$ cat src/rtl/lfsr_seq_ctrl.sv
// -----------------------------------------------------------------------------
// lfsr_seq_ctrl
//
// Sequencing controller for the primary scrambler LFSR (POLY_WIDTH bits).
// A host hands over a full seed on a valid/ready handshake. The controller
// writes it into the LFSR as NWORDS consecutive 32-bit register writes. A
// separate step request then drives the LFSR enable for run_len steps. Each
// resulting LFSR state is presented as a back-pressurable keystream word.
// This block is the only master of the LFSR write/addr/din/enable pins.
//
// Parameters:
//   POLY_WIDTH  LFSR width, 193..224 (so NWORDS = 7)
//   BASE_ADDR   register address of seed word 0; word k lives at BASE_ADDR+k
//   LEN_W       width of the step-count request
//
// Ports:
//   clk, rst_n                     clock, asynchronous active-low reset
//   seed_valid/seed_ready/seed     seed handshake (POLY_WIDTH bits)
//   run_valid/run_ready/run_len    step-request handshake (LEN_W bits)
//   lfsr_write/addr/din/enable     LFSR load and step controls
//   lfsr_dout                      current LFSR state
//   ks_valid/ks_ready/ks_data      keystream output, ks_data = lfsr_dout
//   busy                           controller is not idle
//   seeded                         a seed has been loaded since reset
//   done                           one-cycle pulse when a run completes
//   seed_err                       one-cycle pulse when a seed is rejected
//
// Build option:
//   LFSR_ZERO_SEED_CHECK_EN  when defined, an all-zero seed is consumed but
//                            not loaded, and seed_err pulses instead. When
//                            undefined, zero seeds load normally and
//                            seed_err is tied low.
// -----------------------------------------------------------------------------
module lfsr_seq_ctrl #(
    parameter int          POLY_WIDTH = 195,
    parameter logic [11:0] BASE_ADDR  = 12'h0e8,
    parameter int          LEN_W      = 16
) (
    input  logic                  clk,
    input  logic                  rst_n,

    input  logic                  seed_valid,
    output logic                  seed_ready,
    input  logic [POLY_WIDTH-1:0] seed,

    input  logic                  run_valid,
    output logic                  run_ready,
    input  logic [LEN_W-1:0]      run_len,

    output logic                  lfsr_write,
    output logic [11:0]           lfsr_addr,
    output logic [31:0]           lfsr_din,
    output logic                  lfsr_enable,
    input  logic [POLY_WIDTH-1:0] lfsr_dout,

    output logic                  ks_valid,
    input  logic                  ks_ready,
    output logic [POLY_WIDTH-1:0] ks_data,

    output logic                  busy,
    output logic                  seeded,
    output logic                  done,
    output logic                  seed_err
);

    localparam int NWORDS = (POLY_WIDTH + 31) / 32;
    localparam int IDX_W  = $clog2(NWORDS);
    localparam int PAD_W  = NWORDS * 32;
    localparam logic [IDX_W-1:0] LAST_IDX = IDX_W'(NWORDS - 1);

    typedef enum logic [1:0] {
        S_IDLE = 2'd0,
        S_LOAD = 2'd1,
        S_RUN  = 2'd2
    } state_t;

    state_t           r_state;
    state_t           w_state_nxt;

    // Seed held zero-extended to a whole number of words. The padding bits
    // above POLY_WIDTH-1 therefore reach lfsr_din as zeros on the final write.
    logic [PAD_W-1:0] r_seed;
    logic [IDX_W-1:0] r_idx;
    logic             r_seeded;
    logic [LEN_W-1:0] r_remaining;
    logic             r_ks_valid;
    logic             r_done;

    logic             w_in_idle;
    logic             w_in_load;
    logic             w_in_run;
    logic             w_seed_acc;
    logic             w_seed_load;
    logic             w_run_acc;
    logic             w_run_zero;
    logic             w_slot_free;
    logic             w_run_en;
    logic             w_run_fin;
    logic             w_load_last;
    logic [31:0]      w_seed_word;

    assign w_in_idle   = (r_state == S_IDLE);
    assign w_in_load   = (r_state == S_LOAD);
    assign w_in_run    = (r_state == S_RUN);

    // A pending seed always takes priority over a run request.
    assign w_seed_acc  = seed_valid & w_in_idle;
    assign w_run_acc   = run_valid & w_in_idle & r_seeded & ~seed_valid;
    assign w_run_zero  = (run_len == '0);

`ifdef LFSR_ZERO_SEED_CHECK_EN
    logic w_seed_zero;
    logic w_seed_rej;
    logic r_seed_err;

    assign w_seed_zero = (seed == '0);
    assign w_seed_load = w_seed_acc & ~w_seed_zero;
    assign w_seed_rej  = w_seed_acc & w_seed_zero;

    always_ff @(posedge clk or negedge rst_n) begin
        if (!rst_n) begin
            r_seed_err <= 1'b0;
        end else begin
            r_seed_err <= w_seed_rej;
        end
    end

    assign seed_err = r_seed_err;
`else
    assign w_seed_load = w_seed_acc;
    assign seed_err    = 1'b0;
`endif

    // The output slot is free when nothing is pending or when the pending word
    // is consumed this cycle. A step then overwrites lfsr_dout safely.
    assign w_slot_free = ~r_ks_valid | ks_ready;
    assign w_run_en    = w_in_run & (r_remaining != '0) & w_slot_free;
    // The run finishes only after the last word has been consumed.
    assign w_run_fin   = w_in_run & (r_remaining == '0) & w_slot_free;
    assign w_load_last = w_in_load & (r_idx == LAST_IDX);

    assign w_seed_word = r_seed[{r_idx, 5'd0} +: 32];

    // ---------------------------------------------------------------------
    // FSM: state register
    // ---------------------------------------------------------------------
    always_ff @(posedge clk or negedge rst_n) begin
        if (!rst_n) begin
            r_state <= S_IDLE;
        end else begin
            r_state <= w_state_nxt;
        end
    end

    // ---------------------------------------------------------------------
    // FSM: next-state logic
    // ---------------------------------------------------------------------
    always_comb begin
        w_state_nxt = r_state;
        case (r_state)
            S_IDLE: begin
                if (w_seed_load) begin
                    w_state_nxt = S_LOAD;
                end else if (w_run_acc && !w_run_zero) begin
                    w_state_nxt = S_RUN;
                end
            end
            S_LOAD: begin
                if (r_idx == LAST_IDX) begin
                    w_state_nxt = S_IDLE;
                end
            end
            S_RUN: begin
                if (w_run_fin) begin
                    w_state_nxt = S_IDLE;
                end
            end
            default: begin
                w_state_nxt = S_IDLE;
            end
        endcase
    end

    // ---------------------------------------------------------------------
    // FSM: outputs
    // Enable and write live in different states, so enable is never asserted
    // during a load. The LFSR gives enable priority over load, so this
    // separation is required.
    // ---------------------------------------------------------------------
    always_comb begin
        seed_ready  = 1'b0;
        run_ready   = 1'b0;
        lfsr_write  = 1'b0;
        lfsr_addr   = '0;
        lfsr_din    = '0;
        lfsr_enable = 1'b0;
        case (r_state)
            S_IDLE: begin
                seed_ready = 1'b1;
                run_ready  = r_seeded & ~seed_valid;
            end
            S_LOAD: begin
                lfsr_write = 1'b1;
                lfsr_addr  = BASE_ADDR + 12'(r_idx);
                lfsr_din   = w_seed_word;
            end
            S_RUN: begin
                lfsr_enable = w_run_en;
            end
            default: begin
                seed_ready = 1'b0;
            end
        endcase
    end

    // ---------------------------------------------------------------------
    // Control registers: word index, seeded flag, step counter,
    // keystream valid and done pulse
    // ---------------------------------------------------------------------
    always_ff @(posedge clk or negedge rst_n) begin
        if (!rst_n) begin
            r_idx       <= '0;
            r_seeded    <= 1'b0;
            r_remaining <= '0;
            r_ks_valid  <= 1'b0;
            r_done      <= 1'b0;
        end else begin
            if (w_seed_load) begin
                r_idx <= '0;
            end else if (w_in_load) begin
                r_idx <= r_idx + 1'b1;
            end

            if (w_load_last) begin
                r_seeded <= 1'b1;
            end

            if (w_run_acc && !w_run_zero) begin
                r_remaining <= run_len;
            end else if (w_run_en) begin
                r_remaining <= r_remaining - 1'b1;
            end

            // A fresh word appears after every step. Otherwise a pending word
            // stays until it is consumed.
            if (w_run_en) begin
                r_ks_valid <= 1'b1;
            end else if (ks_ready) begin
                r_ks_valid <= 1'b0;
            end

            // A zero-length request completes at once without stepping.
            r_done <= (w_run_acc & w_run_zero) | w_run_fin;
        end
    end

    // ---------------------------------------------------------------------
    // Seed data register (no reset: only read after a capture)
    // ---------------------------------------------------------------------
    always_ff @(posedge clk) begin
        if (w_seed_load) begin
            r_seed <= PAD_W'(seed);
        end
    end

    assign busy     = ~w_in_idle;
    assign seeded   = r_seeded;
    assign done     = r_done;
    assign ks_valid = r_ks_valid;
    assign ks_data  = lfsr_dout;

endmodule
$ cat config.mk
export PLATFORM = sky130hd
export DESIGN_NAME = lfsr_seq_ctrl
export DESIGN_NICKNAME = d
export VERILOG_FILES = /design/src/rtl/lfsr_seq_ctrl.sv
export SDC_FILE = /design/constraint.sdc
export NUM_CORES = 1
export LEC_CHECK = 0
export ABC_AREA = 1
export BUFFER_PORTS_ARGS = -buffer_cell sky130_fd_sc_hd__buf_4
export CAP_MARGIN = 10
export CELL_PAD_IN_SITES_DETAIL_PLACEMENT = 0
export CELL_PAD_IN_SITES_GLOBAL_PLACEMENT = 2
export CORE_AREA = 2 2 259 261
export CTS_CLUSTER_DIAMETER = 40
export DETAILED_ROUTE_END_ITERATION = 8
export DIE_AREA = 0 0 261 263
export PLACE_DENSITY_LB_ADDON = 0.05
export SLEW_MARGIN = 20
export SYNTH_ARGS = -nofsm -noshare
export SYNTH_HDL_FRONTEND = slang
export SYNTH_SLANG_ARGS = --single-unit
$ cat constraint.sdc
create_clock -name clk -period 11.8 [get_ports clk]
set_input_delay 2.36 -clock clk [delete_from_list [all_inputs] [get_ports clk]]
set_output_delay 2.36 -clock clk [all_outputs]
set_load 0.05 [all_outputs]
==> results_dict.tcl, run 1 <==
set metrics [dict create \
    outcome "finished clean" \
    final_cell_mix "270 x buf_4, 195 x edfxtp_1, 158 x nor2_1" \
    timing.slew.headroom_pct 34.3 \
    slew_violations 0 \
    synth_top_area_share_pct 54.3 \
    maxCapViolations 0 \
    cts_max_path_buffers 3 \
    end_kind "output port" \
    numClockSinks 219 \
    fin_area_sq_um 14300 \
    rsz0062_at_grt "false" \
    final_common_cell "buf_4" \
    core_area_sq_um 65600 \
    vias_per_cell 3.73 \
    fmax_mhz 171 \
    worstPathRequired_ps 9440 \
    syn_inst 1003 \
    skew_ps 31.1 \
    crit_path_start_kind "input port" \
    clockPowerShare_pct 39.1 \
    numCtsBuffers 60 \
    grt_max_degree 69 \
    worstSetupPathType "input port to output port" \
    route.detailed.drc 0 \
    tightestPinTransition_ps 984 \
    initial_core_util_pct 16.4 \
    p_seq_share_pct 26.0 \
    num_rows 94 \
    grt_antenna_before_repair 10 \
    grt_use_total_pct 13.3 \
    critPathMaxFanout 17 \
    power_uw 4350 \
    grt_pass1_vias 8300 \
    period_share_pct 49.4 \
    p_leak_uw 0.00560 \
    ctsHoldBuffers 0 \
    ys_seq_area_share_pct 59.9 \
    arrival_ps 3470 \
    comb_power_share_pct 34.8 \
    yosys-top-cells-area "edfxtp_1 54%, buf_4 14%, dfrtp_1 5.6%" \
    p_sw_share_pct 39.3 \
    grt_pass1_wl_mm 64.5 \
    hold_class "register to register" \
    cts_tree "yes" \
    syn_to_final_growth_pct 32.6 \
    insertion_delay_ps 610 \
    place.gp.congestion 0.689 \
    syn_area_sq_um 10800 \
    slowest_stage "nor2_2" \
    cts_root_buffer "clkbuf_16" \
    cts_resized 0 \
    power.density_nw_per_um2 304 \
    dpl.hpwl_mm 33.4 \
    hold_viol_final 0 \
    finalSetupViolations 0 \
    portBuffers 262 \
    place_area_sq_um 12200 \
    ant_nets 0 \
    yosys_warnings 0 \
    p_int_uw 2640 \
    crit_top_cell "buf_4" \
    drtIter0Drc 336 \
    ys_types 35 \
    synth_area_leader_cell "edfxtp_1" \
    min_period_ps 5830 \
    p_sw_uw 1710 \
    max_stage_delay_ps 370 \
    die_w_microns 261 \
    final.setup.tns_ps 0 \
    grt-ovfl-total 0 \
    final_net_count 1507 \
    crit_chain "buf_4 > nor2_1 > nor2_2 > nand2_8 > inv_6 > buf_4" \
    ios 659 \
    ys_ff_latch 219 \
    syn_avg_cell_area_sq_um 10.8 \
    drtPass1Iterations 4 \
    cts_setup_buffers 0 \
    fp.dieH_microns 263 \
    wl_per_cell_microns 23.3 \
    vias 7505 \
    final_layout_size_suffix_gt1_share_pct 35.5 \
    ir_drop_mv 0.109 \
    dieArea_sq_um 68600 \
    drt-total-wl_mm 46.8 \
    clkTransAtPathRegs_ps 40 \
    cts_max_level 2 \
]
through the flow:
stage,std cells,hold slack (ps),util [%],worst slack [ps]
global placement,1895,543,18.6,5960
global route,2008,608,21.8,5670
finish,2011,551,21.8,5970
detailed placement,1895,539,18.6,5930
floorplan,1008,503,-,202
CTS,2008,556,21.8,5700
registers in the layout (all words and copies together) (netlist names):
register,cells
done,1
ks_valid,1
r_idx,3
r_remaining,16
r_seed,195
r_state,2
seeded,1
area by class of cell:
| type | count | area (sq um) |
|---|---|---|
| Fill cell | 7160 | 51300 |
| Sequential cell | 219 | 6460 |
| Multi-Input combinational cell | 513 | 2500 |
| Timing Repair Buffer | 270 | 2030 |
| Clock buffer | 66 | 1550 |
| Tap cell | 864 | 1080 |
| Clock inverter | 47 | 572 |
| Inverter | 29 | 115 |
| Antenna cell | 3 | 7.51 |
worst paths after layout:
check,startpoint,endpoint,slack (ps),cells after the start
max in group asynchronous,rst_n,r_idx[0],9790,1
hold / removal,r_remaining[15],r_remaining[15],550,2
min in group asynchronous,rst_n,r_remaining[13],1700,1
setup / recovery,ks_ready,lfsr_enable,5970,6
hold reg to reg,r_remaining[15],r_remaining[15],550,2
setup reg to reg,r_state[1],r_seed[191],8620,5
routing by layer:
metal	GRT usage, %	routed length [microns]	part of all wire, %	up-vias
met5	1.64	219	0.47	-
met4	3.49	871	1.9	18
met3	8.88	6650	14	92
met2	20.6	21300	46	459
met1	14.9	17800	38	3485
li1	-	-	-	3451
synthesized netlist by cell type:
| library cell | number |
|---|---|
| buf_6 | 2 |
| or2_2 | 3 |
| o21bai_1 | 1 |
| nor2_2 | 5 |
| buf_4 | 207 |
| edfxtp_1 | 195 |
| clkinv_1 | 1 |
| conb_1 | 1 |
| nand2_2 | 11 |
| xnor2_1 | 2 |
| o31ai_1 | 1 |
| nand3_4 | 1 |
| a21oi_1 | 33 |
| nand2_1 | 81 |
| clkbuf_2 | 1 |
| buf_2 | 10 |
| nand2_8 | 1 |
| buf_12 | 1 |
| clkbuf_1 | 26 |
| xor2_1 | 4 |
| nand4_1 | 1 |
| inv_1 | 25 |
| o22ai_1 | 37 |
| nor3_1 | 1 |
| o21ai_0 | 99 |
| inv_2 | 2 |
| nor2_4 | 2 |
| inv_6 | 1 |
| nand3_1 | 50 |
| nand3b_1 | 2 |
| nand3_2 | 9 |
| nor2_8 | 1 |
| dfrtp_1 | 24 |
| nor2_1 | 159 |
| ha_1 | 3 |
critical path: cells and delay by family:
family | cells | cell delay [ps]
buf+inv | 3 | 480
simple gates | 3 | 620
power by group through the flow:
| stage | clock network, uW | logic (uW) | registers, uW |
|---|---|---|---|
| global placement | 0 | 1600 | 1150 |
| global route | 1790 | 1670 | 1150 |
| CTS | 1750 | 1590 | 1140 |
| detailed placement | 0 | 1580 | 1150 |
| finish | 1700 | 1510 | 1130 |
| floorplan | 0 | 1190 | 1160 |
kinds of logic after synthesis:
kind of cell / synth area share, %
other: 0.0348
AOI/OAI and AO/OA: 8.41
DFF: 59.9
and+or+nand+nor: 13.6
xor gates and xnor gates: 0.487
adders and majority gates: 0.348
buffers and inverters: 17.3
No activity file was read; power rests on OpenSTA's default activity.
==> inputs of run 2 (changes only) <==
--- a/config.mk
+++ b/config.mk
@@ -5,15 +5,15 @@
 export SDC_FILE = /design/constraint.sdc
 export NUM_CORES = 1
 export LEC_CHECK = 0
-export ABC_AREA = 1
+export ABC_AREA = 0
 export BUFFER_PORTS_ARGS = -buffer_cell sky130_fd_sc_hd__buf_4
 export CAP_MARGIN = 10
 export CELL_PAD_IN_SITES_DETAIL_PLACEMENT = 0
 export CELL_PAD_IN_SITES_GLOBAL_PLACEMENT = 2
-export CORE_AREA = 2 2 259 261
+export CORE_AREA = 2 2 257 259
 export CTS_CLUSTER_DIAMETER = 40
 export DETAILED_ROUTE_END_ITERATION = 8
-export DIE_AREA = 0 0 261 263
+export DIE_AREA = 0 0 259 261
 export PLACE_DENSITY_LB_ADDON = 0.05
 export SLEW_MARGIN = 20
 export SYNTH_ARGS = -nofsm -noshare
==> constraint.sdc (replaced) <==
create_clock -name clk -period 5.4 [get_ports clk]
set_input_delay 1.08 -clock clk [delete_from_list [all_inputs] [get_ports clk]]
set_output_delay 1.08 -clock clk [all_outputs]
set_load 0.05 [all_outputs]
==> run 2 against run 1 <==
Global-route usage shrank 1.1 points. Synthesized area decreased by 3.5%. Critical path depth decreased by 1. Utilization fell by 0.77 points. Cell count down 14%. First-iteration DRC count rose by 12%. Non-clock buffer count stayed put. Flip-flop and latch count is the same. Highest routed layer unchanged.
==> results_dict.tcl, run 2 <==
set metrics [dict create \
    outcome "finished clean" \
    fillers 6919 \
    crit_buf_inv 2 \
    cp.depth 5 \
    end_kind "output port" \
    cts_setup_buffers 0 \
    yosys_warnings 0 \
    drt-total-wl_mm 42.7 \
    tightestPinTransition_ps 940 \
    cts_max_path_buffers 3 \
    vias 6320 \
    insertion_delay_ps 590 \
    maxCapViolations 0 \
    synth_compound_area_share_pct 4.16 \
    ant_nets 0 \
    synthAdderAreaFrac_pct 0.360 \
    syn_inst 709 \
    r2r-start "r_state[0]" \
    grt_use_total_pct 12.2 \
    fp.dieH_microns 261 \
    crit_chain "buf_12 > mux4_2 > a22oi_1 > nor2_1 > buf_4" \
    arrival_ps 2930 \
    cp-endpoint "lfsr_din[25]" \
    final.setup.tns_ps 0 \
    r2r-end "r_seed[117]" \
    numClockSinks 219 \
    largest_reg_flops 195 \
    crit_family "flip-flops" \
    ys_top_cells_by_count "206 x buf_4, 195 x edfxtp_1, 47 x nor2_1" \
    grt_max_degree 77 \
    grt-ovfl-total 0 \
    max_stage_delay_ps 1030 \
    final_layout_size_suffix_gt1_share_pct 50.6 \
    ys_async_sr_fraction_pct 11.0 \
    fmax_mhz 249 \
    ys_seq_area_share_pct 62.0 \
    rrSetupSlack_ps 2770 \
    worstPathRequired_ps 4320 \
    core_area_sq_um 65000 \
    cts_tree "yes" \
    largestRegisters "r_seed x195, r_remaining x16, r_idx x3" \
    syn_to_final_growth_pct 31.3 \
    skew_ps 30.3 \
    finalSetupViolations 0 \
    hold_viol_final 0 \
    crit_path_start "r_idx[0]" \
    power.density_nw_per_um2 614 \
    synthFlopType "edfxtp_1" \
    grt_pass1_wl_mm 57.2 \
    drtIter0Drc 375 \
    synth-simple-area-share_pct 6.02 \
    place.gp.congestion 0.695 \
    final_net_count 1223 \
    dieArea_sq_um 67600 \
    yosysMostFrequentCell "buf_4" \
    slowest_stage "dfrtp_4" \
    dp.cells 1618 \
    synthMuxAreaShare_pct 10.7 \
    min_period_ps 4010 \
    grt_pass1_vias 7079 \
    dpl.hpwl_mm 32.4 \
    ctsHoldBuffers 0 \
    syn_avg_cell_area_sq_um 14.7 \
    grt_antenna_before_repair 16 \
    ys_ff_latch 219 \
    numCtsBuffers 53 \
    p_leak_uw 0.00504 \
    timing.slew.headroom_pct 37.3 \
    ir_drop_mv 0.240 \
    syn_area_sq_um 10400 \
    clkTransAtPathRegs_ps 50 \
    synth_edf_count 195 \
    die_w_microns 259 \
    drtPass1Iterations 4 \
    ios 659 \
    wl_per_cell_microns 24.8 \
    num_rows 94 \
    portBuffers 262 \
    hold_class "input port to async pin" \
    ff2ff_path_depth 4 \
    synthXorXnorAreaFrac_pct 0.589 \
    rsz0062_at_grt "false" \
    worstSetupPathType "register to output port" \
    hold_ws_ps 422 \
    ys_types 51 \
    cts_root_buffer "clkbuf_16" \
    synth_top_area_share_pct 56.2 \
    cts_resized 0 \
    largest-register "r_seed" \
    final_common_cell "buf_4" \
    critPathMaxFanout 47 \
    route.detailed.drc 0 \
    stdcell_count 1720 \
    final_cell_mix "267 x buf_4, 195 x edfxtp_1, 55 x clkbuf_16" \
    synth_area_leader_cell "edfxtp_1" \
    yosys-top-cells-area "edfxtp_1 56%, buf_4 15%, mux4_2 6.9%" \
    slew_violations 0 \
    initial_core_util_pct 16.0 \
    synth_top_family_by_area "buffers and inverters" \
    final_util_pct 21.0 \
    period_share_pct 74.3 \
    cts_max_level 2 \
    crit_path_start_kind "register" \
    vias_per_cell 3.67 \
]
-- run 2: logic make-up (layout without fill, tap and decap cells) --
kind of cell	count (synthesis)	in the layout
muxes	67	67
and+or+nand+nor	115	115
buffers and inverters	239	377
xor gates and xnor gates	7	7
AOI/OAI and AO/OA	58	58
DFF	219	219
adders and majority gates	3	3
other	1	10
-- run 2: where the power goes --
part	leakage [uW]	internal (uW)	switching, uW
Combinational	0.00209	1010	1750
Sequential	0.00211	2320	277
Clock	0.000846	2060	986
-- run 2: per-stage QoR --
step / power [uW] / area, sq um / worst slack, ps
6_report: 8400 / 13700 / 1390
5_1_grt: 8860 / 13700 / 1120
4_1_cts: 8630 / 13700 / 1170
3_5_place_dp: 5490 / 12000 / 1790
3_3_place_gp: 5490 / 11900 / 1770
2_1_floorplan: 4850 / 10400 / 868
-- run 2: worst min-delay path by stage --
stage / startpoint / slack, ps / endpoint / depth (start not counted)
floorplan: r_remaining[1] / 490 / r_remaining[1] / 1
global placement: r_remaining[1] / 550 / r_remaining[1] / 1
detailed placement: r_remaining[1] / 540 / r_remaining[1] / 1
CTS: rst_n / 390 / r_remaining[11] / 1
global route: rst_n / 420 / r_remaining[11] / 1
finish: rst_n / 420 / r_remaining[11] / 1
-- run 2: layer usage --
layer  up-vias  track usage, %  share of wire, %
met3       119            9.59                16
met5         -            2.92              0.98
met1      3010            14.5                41
met2       497            16.0                39
li1       2660               -                 -
met4        34            4.78               3.1
-- run 2: cell type report --
class | count | area [sq um] | share of cell area, %
Sequential cell | 219 | 6460 | 47.2
Timing Repair Buffer | 270 | 2070 | 15.1
Inverter | 9 | 37.5 | 0.274
Tap cell | 864 | 1080 | 7.90
Clock buffer | 62 | 1400 | 10.3
Clock inverter | 36 | 312 | 2.28
Antenna cell | 4 | 10.0 | 0.0732
Multi-Input combinational cell | 256 | 2300 | 16.8
==> inputs of run 3 (changes only) <==
--- a/config.mk
+++ b/config.mk
@@ -10,10 +10,10 @@
 export CAP_MARGIN = 10
 export CELL_PAD_IN_SITES_DETAIL_PLACEMENT = 0
 export CELL_PAD_IN_SITES_GLOBAL_PLACEMENT = 2
-export CORE_AREA = 2 2 257 259
+export CORE_AREA = 2 2 258 260
 export CTS_CLUSTER_DIAMETER = 40
 export DETAILED_ROUTE_END_ITERATION = 8
-export DIE_AREA = 0 0 259 261
+export DIE_AREA = 0 0 260 262
 export PLACE_DENSITY_LB_ADDON = 0.05
 export SLEW_MARGIN = 20
 export SYNTH_ARGS = -nofsm -noshare
==> constraint.sdc (replaced) <==
create_clock -name clk -period 3.4 [get_ports clk]
set_input_delay 0.68 -clock clk [delete_from_list [all_inputs] [get_ports clk]]
set_output_delay 0.68 -clock clk [all_outputs]
set_load 0.05 [all_outputs]
==> run 3 against run 2 <==
Die area increased by 0.77%. Worst hold slack got worse by 370 ps. Setup slack got worse by 1100 ps. Critical endpoint is now lfsr_din[4]. Largest power group unchanged.
==> results_dict.tcl, run 3 (synthesis gave the netlist of run 2 again) <==
set metrics [dict create \
    outcome "finished clean" \
    portBuffers 262 \
    maxCapViolations 0 \
    die_w_microns 260 \
    final.setup.tns_ps 0 \
    hold_class "input port to async pin" \
    grt_pass1_wl_mm 58.5 \
    drtIter0Drc 233 \
    ant_nets 0 \
    final_cell_mix "271 x buf_4, 195 x edfxtp_1, 53 x clkbuf_16" \
    vias_per_cell 3.67 \
    crit_path_start "r_idx[2]" \
    dp_slack_ps 654 \
    final_common_cell "buf_4" \
    crit_path_start_kind "register" \
    num_rows 94 \
    worstSetupPathType "register to output port" \
    ios 659 \
    grt_max_degree 135 \
    multi_input_area_sq_um 2330 \
    fp.dieH_microns 262 \
    period_share_pct 92.8 \
    grt_antenna_before_repair 13 \
    tightestPinTransition_ps 863 \
    final_layout_size_suffix_gt1_share_pct 51.2 \
    rsz0062_at_grt "false" \
    insertion_delay_ps 570 \
    clkTransAtPathRegs_ps 50 \
    drtPass1Iterations 4 \
    ctsHoldBuffers 0 \
    fmax_mhz 317 \
    slew_violations 0 \
    vias 6338 \
    fin_area_sq_um 13900 \
    final_net_count 1230 \
    power.density_nw_per_um2 995 \
    drt-total-wl_mm 43.6 \
    numClockSinks 219 \
    area.sequential_sq_um 6460 \
    initial_core_util_pct 16.0 \
    cts_max_level 2 \
    r2r-start "r_remaining[0]" \
    place.gp.congestion 0.760 \
    worstPathRequired_ps 2720 \
    place_area_sq_um 12000 \
    stdcell_count 1727 \
    p_leak_uw 0.00511 \
    grt-ovfl-total 0 \
    largestRegisters "r_seed x195, r_remaining x16, r_idx x3" \
    max_stage_delay_ps 440 \
    setup_ws_ps 244 \
    slowest_stage "dfrtp_1" \
    cts_tree "yes" \
    ir_drop_mv 0.366 \
    largest_reg_flops 195 \
    grt_pass1_vias 7234 \
    crit_chain "inv_2 > nor2_4 > buf_4 > a22oi_1 > nor2_1 > buf_4" \
    skew_ps 17.0 \
    route.detailed.drc 0 \
    finalSetupViolations 0 \
    cts_root_buffer "clkbuf_16" \
    end_kind "output port" \
    dp.cells 1623 \
    largest-register "r_seed" \
    arrival_ps 2480 \
    numCtsBuffers 53 \
    timing.slew.headroom_pct 42.5 \
    syn_to_final_growth_pct 33.4 \
    min_period_ps 3160 \
    cts_max_path_buffers 3 \
    dpl.hpwl_mm 33.2 \
    hold_ws_ps 52.8 \
    crit_top_cell "buf_4" \
    fillers 6979 \
    dieArea_sq_um 68100 \
    critPathMaxFanout 18 \
    wl_per_cell_microns 25.3 \
    grt_use_total_pct 12.4 \
    hold_viol_final 0 \
    core_area_sq_um 65300 \
]
-- run 3: timing repair --
action	4_1_cts	5_1_grt
resized for setup	0	1
setup buffers	0	2
setup endpoints to repair	0	8
hold endpoints to repair	0	0
-- run 3: critical path, delay by kind of cell, from the launching register on --
kind / cells / cell delay, ps
buf+inv: 3 / 890
simple gates: 2 / 450
flops: 1 / 440
compound gates: 1 / 120
-- run 3: final cells by class --
cell class / instances / area share (%)
Inverter: 9 / 0.270
Multi-Input combinational cell: 256 / 16.8
Clock inverter: 41 / 3.44
Clock buffer: 57 / 9.65
Timing Repair Buffer: 277 / 15.5
Tap cell: 864 / 7.78
Sequential cell: 219 / 46.5
Antenna cell: 4 / 0.0720
-- run 3: worst paths after layout --
check,end,slack [ps],depth (start not counted)
max reg2reg,r_remaining[10],1170,8
min,r_remaining[3],50,1
max in group asynchronous,r_idx[0],3030,1
max,lfsr_din[4],240,6
min in group clk,r_seed[148],290,1
min reg2reg,seeded,540,1
-- run 3: stage by stage --
step / power [uW] / util, %
floorplan: 7720 / -
global placement: 8830 / 18.4
detailed placement: 8830 / 18.4
CTS: 14100 / 21.2
global route: 14600 / 21.3
finish: 13800 / 21.3
-- run 3: layer usage --
metal	vias to the layer above	GRT usage (%)	part of all wire, %	wire [microns]
met1	3065	13.5	38	16400
met3	120	9.10	15	6630
met5	-	3.40	0.74	324
li1	2683	-	-	-
met4	20	4.53	3.2	1410
met2	450	18.1	43	18800
-- run 3: power breakdown --
part | internal (uW) | switching [uW] | total, uW | leakage, uW
Clock | 3570 | 1600 | 5170 | 0.000863
Combinational | 1690 | 2950 | 4640 | 0.00214
Sequential | 3690 | 319 | 4000 | 0.00211
Total | 8950 | 4870 | 13800 | 0.00511
